===== config.mk =====
export PLATFORM = sky130hd
export DESIGN_NAME = univ_shift_reg
export DESIGN_NICKNAME = d
export VERILOG_FILES = /design/src/rtl/univ_shift_reg_pkg.sv /design/src/rtl/univ_shift_reg_step.sv /design/src/rtl/univ_shift_reg.sv
export SDC_FILE = /design/constraint.sdc
export NUM_CORES = 1
export LEC_CHECK = 0
export ABC_AREA = 1
export BUFFER_PORTS_ARGS = -buffer_cell sky130_fd_sc_hd__buf_4
export CORE_MARGIN = 2
export CORE_UTILIZATION = 56
export CTS_BUF_LIST = sky130_fd_sc_hd__clkbuf_4 sky130_fd_sc_hd__clkbuf_8
export CTS_CLUSTER_SIZE = 40
export DETAILED_ROUTE_END_ITERATION = 7
export GPL_ROUTABILITY_DRIVEN = 0
export MAX_ROUTING_LAYER = met4
export PLACE_DENSITY = 0.92
export SYNTH_ARGS = -nofsm -noshare
export SYNTH_HDL_FRONTEND = slang
export SYNTH_SLANG_ARGS = --single-unit

===== constraint.sdc =====
create_clock -name clk -period 1.55 [get_ports clk]
set_clock_uncertainty 0.05 [all_clocks]
set_input_delay 0.155 -clock clk [delete_from_list [all_inputs] [get_ports clk]]
set_output_delay 0.155 -clock clk [all_outputs]
set_load 0.03 [all_outputs]

===== src/rtl/univ_shift_reg_pkg.sv =====
// univ_shift_reg_pkg: mode encodings, FSM states and mode classification shared by the shift register blocks
package univ_shift_reg_pkg;
  localparam logic [2:0] MODE_HOLD = 3'b000;
  localparam logic [2:0] MODE_LOAD = 3'b001;
  localparam logic [2:0] MODE_SHR  = 3'b010;
  localparam logic [2:0] MODE_SHL  = 3'b011;
  localparam logic [2:0] MODE_ROR  = 3'b100;
  localparam logic [2:0] MODE_ROL  = 3'b101;
  localparam logic [2:0] MODE_ASR  = 3'b110;
  localparam logic [2:0] MODE_CLR  = 3'b111;
  typedef enum logic {ST_IDLE, ST_RUN} state_t;
  function automatic logic is_shift(input logic [2:0] m);
    return m >= MODE_SHR && m <= MODE_ASR;
  endfunction
endpackage


===== src/rtl/univ_shift_reg_step.sv =====
// usr_step: combinational next register value and shifted-out bit for one operation
module usr_step
  import univ_shift_reg_pkg::*;
#(
  parameter int WIDTH = 8
) (
  input  logic [2:0]       mode,
  input  logic [WIDTH-1:0] q,
  input  logic [WIDTH-1:0] pin,
  input  logic             din,
  output logic [WIDTH-1:0] nq,
  output logic             nsout,
  output logic             shifts
);
  assign shifts = is_shift(mode);
  assign nsout  = (mode == MODE_SHL || mode == MODE_ROL) ? q[WIDTH-1] : q[0];
  assign nq = mode == MODE_LOAD ? pin :
              mode == MODE_SHR  ? {din, q[WIDTH-1:1]} :
              mode == MODE_SHL  ? {q[WIDTH-2:0], din} :
              mode == MODE_ROR  ? {q[0], q[WIDTH-1:1]} :
              mode == MODE_ROL  ? {q[WIDTH-2:0], q[WIDTH-1]} :
              mode == MODE_ASR  ? {q[WIDTH-1], q[WIDTH-1:1]} :
              mode == MODE_CLR  ? '0 : q;
endmodule


===== src/rtl/univ_shift_reg.sv =====
// univ_shift_reg: universal load/shift/rotate register with a counted burst-shift engine
module univ_shift_reg
  import univ_shift_reg_pkg::*;
#(
  parameter int WIDTH = 8,
  parameter int CNT_W = 4
) (
  input  logic             clk,
  input  logic             rst_n,
  input  logic             en,
  input  logic [2:0]       mode,
  input  logic             din,
  input  logic [WIDTH-1:0] pin,
  input  logic             start,
  input  logic [CNT_W-1:0] nshift,
  output logic [WIDTH-1:0] qout,
  output logic             sout,
  output logic             busy,
  output logic             done
);
  state_t             state;
  logic [2:0]         mode_q;
  logic [CNT_W-1:0]   cnt;
  logic [WIDTH-1:0]   step_q;
  logic               step_sout;
  logic               step_sh;
  usr_step #(.WIDTH(WIDTH)) u_step (
    .mode  (state == ST_RUN ? mode_q : mode),
    .q     (qout),
    .pin   (pin),
    .din   (din),
    .nq    (step_q),
    .nsout (step_sout),
    .shifts(step_sh)
  );
  assign busy = state == ST_RUN;
  // done self-clears every edge, even while en is low
  always_ff @(posedge clk or negedge rst_n) begin
    if (!rst_n) begin
      state  <= ST_IDLE;
      mode_q <= MODE_HOLD;
      cnt    <= '0;
      qout   <= '0;
      sout   <= 1'b0;
      done   <= 1'b0;
    end else begin
      done <= 1'b0;
      if (en) begin
        if (state == ST_IDLE) begin
          if (start && is_shift(mode)) begin
            if (nshift == '0) begin
              done <= 1'b1;
            end else begin
              state  <= ST_RUN;
              mode_q <= mode;
              cnt    <= nshift;
            end
          end else begin
            qout <= step_q;
            if (step_sh) sout <= step_sout;
          end
        end else begin
          qout <= step_q;
          sout <= step_sout;
          cnt  <= cnt - 1'b1;
          if (cnt == CNT_W'(1)) begin
            state <= ST_IDLE;
            done  <= 1'b1;
          end
        end
      end
    end
  end
endmodule


==> out/results.ini <==
[outcome]
status = finished with violations
violations = setup timing

[sta]
fmax_mhz = 638.5
hold_ws_ns = 0.003159
setup_violations = 2
min_period_over_period = 1.011
fin_ws_ns = -0.01629
hold_viol = 0
worst_slew_pin_slew_ns = 0.3082
rsz0062_at_grt = true
post-route-min-period_ns = 1.566
max_slew_margin = 0.7945
drv_slew = 0

[cts]
worst_skew_pair.late_latency_ns = 0.31
cts.sinks = 18
cts_tree = done
clockBufferDepth = 2
clk_pin_slew_worst_paths_ns = 0.11
htreeDepth = 1
clock-root-buffer = clkbuf_4
cts_buffers = 3

[synth]
synth_cell_types = 28
yosys_warnings = 0
ys_top_cells_by_area = dfrtp_1 31%, nand2_1 16%, nand2_8 6.8%
synth_top_area_frac = 0.3082
synth-seq-cells = 18
syn_avg_cell_area_um2 = 7.899
seq_area_frac_synth = 0.3082
yosysTopAreaCell = dfrtp_1
synth_nets = 207
syn_inst = 185
syn_area_um2 = 1461

[global_route]
antenna_found_initial = 0
overflow = 0
use_met3 = 0.03226
grt_max_degree = 19
grt_use_met2 = 0.3631
grtUsageMet1 = 0.3498
grt_pass1_wl_um = 5230
grt_pass1_vias = 1222
top_usage_layer = met2
globalRouteTotalUtil = 0.2477

[place]
detailed_place_hpwl_um = 2448
dp_cells = 244
dpl-instance-area_um2 = 1717
port_buffers = 30

[final_layout]
final_cell_mix = 61 x nand2_1, 33 x buf_4, 17 x dfrtp_1
seq_area_um2 = 451.7
final_common_cell = nand2_1
design_area_um2 = 1862
area_growth_syn_to_layout_pct = 27.40
multi_input_area_um2 = 942.2
layout.nets = 246
utilization = 0.7515
n_fill_cell = 164
layout-drive-gt1-share = 0.3946
stdcell_count = 253
antenna_cells = 0

[floorplan]
io_pins = 31
die_height_um = 55.09
num_rows = 18
die_x_um = 55.09
initial_core_util = 0.5899
core_area_um2 = 2477
dieArea_um2 = 3034

[detailed_routing]
drc = 0
wirelength_um = 3474
dr.pass1.iters = 4
drt_iter0_drc = 55
avgViaCountPerCell = 5.466
num_vias = 1383
wl_per_cell_um = 13.73
ant_nets = 0

[hold_path]
min-delay-path-class = input pin to flip-flop

[power]
ir_drop_mv = 1.110
powerDensity_nw_per_um2 = 1785
power_leakage_nw = 0.9790

[setup_path]
startpoint_type = flip-flop
crit_required_ns = 1.74
worst_path_max_delay_cell = dfrtp_2
critPathArrivalTime_ns = 1.76
critPathMaxFanout = 7
criticalPathCategory = flip-flop to flip-flop
cpMostUsedCell = nand2_1
end_kind = flip-flop
crit_chain = nand2_2 > o21ai_4 > buf_12 > nor2_8 > nand2_4 > nand2_8 > buf_6 > nand2_1 > nand2_1
cpPeakStageDelay_ns = 0.53

[job]
cap_viol_max_count = 0

==> metrics by stage <==
stage	setup WS (ns)	power [mW]	setup TNS, ns
2_1_floorplan	0.04200	2.317	0
3_3_place_gp	0.03969	2.740	0
3_5_place_dp	0.007585	2.786	0
4_1_cts	0.02096	3.110	0
5_1_grt	-0.07821	3.569	-0.5098
6_report	-0.01629	3.324	-0.02220
==> logic make-up after synthesis <==
group	after synthesis	share of synthesized area
AND/OR/NAND/NOR	127	0.5248
buffers and inverters	22	0.07962
flip-flops	18	0.3082
AO/OA/AOI/OAI	15	0.06421
adder cells (fa/ha/maj)	2	0.01712
XOR/XNOR	1	0.005994
==> critical path, delay by kind of cell (launching register included) <==
| family | cells | cell delay [ns] |
|---|---|---|
| flops | 1 | 0.53 |
| compound gates | 1 | 0.07 |
| simple gates | 6 | 0.58 |
| buf+inv | 2 | 0.26 |
==> repair_timing <==
item | CTS | global route
pin swaps | 0 | 10
setup buffers | 1 | 3
hold buffers | 1 | 0
hold endpoints to repair | 18 | 0
setup endpoints to repair | 1 | 9
gates resized for setup | 0 | 13
==> flip-flops by register name, summed over array words and instances, names as in the netlist <==
register and count:
sout 1, busy 1, qout 8, done 1
mode_q 3, cnt 4
==> power breakdown <==
part           internal, mW  switching [mW]  leakage (nW)
combinational         0.794            1.37         0.728
clock                 0.143           0.155        0.0210
sequential            0.657           0.206         0.230
==> synth_stat cells <==
master	count
a221oi_1	1
buf_2	1
buf_6	1
clkinv_8	1
dfrtp_1	18
ha_1	2
inv_1	14
inv_2	2
inv_4	2
inv_8	1
nand2_1	63
nand2_2	10
nand2_4	6
nand2_8	5
nand3_1	9
nand3_2	7
nand3b_4	1
nand4_1	9
nor2_1	12
nor2_2	1
nor2_4	1
nor2_8	2
o21ai_0	11
o21ai_1	1
o21ai_2	1
o21ai_4	1
or2_2	1
xor2_1	1
==> routing by layer <==
metal,vias to the layer above,wire [µm],share of wire
met5,-,0,0
met4,0,102,0.029
met3,13,152,0.044
met2,46,1711,0.49
met1,657,1507,0.43
li1,667,-,-
==> final cells by class <==
type,instances,share of cell area
clock buffer,4,0.01949
inverter,20,0.05645
multi-input combinational,145,0.5060
sequential,18,0.2426
tap,30,0.02016
timing repair buffer,36,0.1552
==> path summary, 6_finish.rpt <==
kind | from | end | slack (ns) | depth (start not counted)
worst max-delay path | busy | qout[2] | -0.02 | 9
worst min-delay path | en | busy | 0.003 | 2
worst max register to register | busy | qout[2] | -0.02 | 9
worst min register to register | sout | sout | 0.47 | 2
max in group asynchronous | rst_n | qout[3] | 1.04 | 2
min in group asynchronous | rst_n | done | 0.19 | 2
Power figures use the tool's default switching activity.
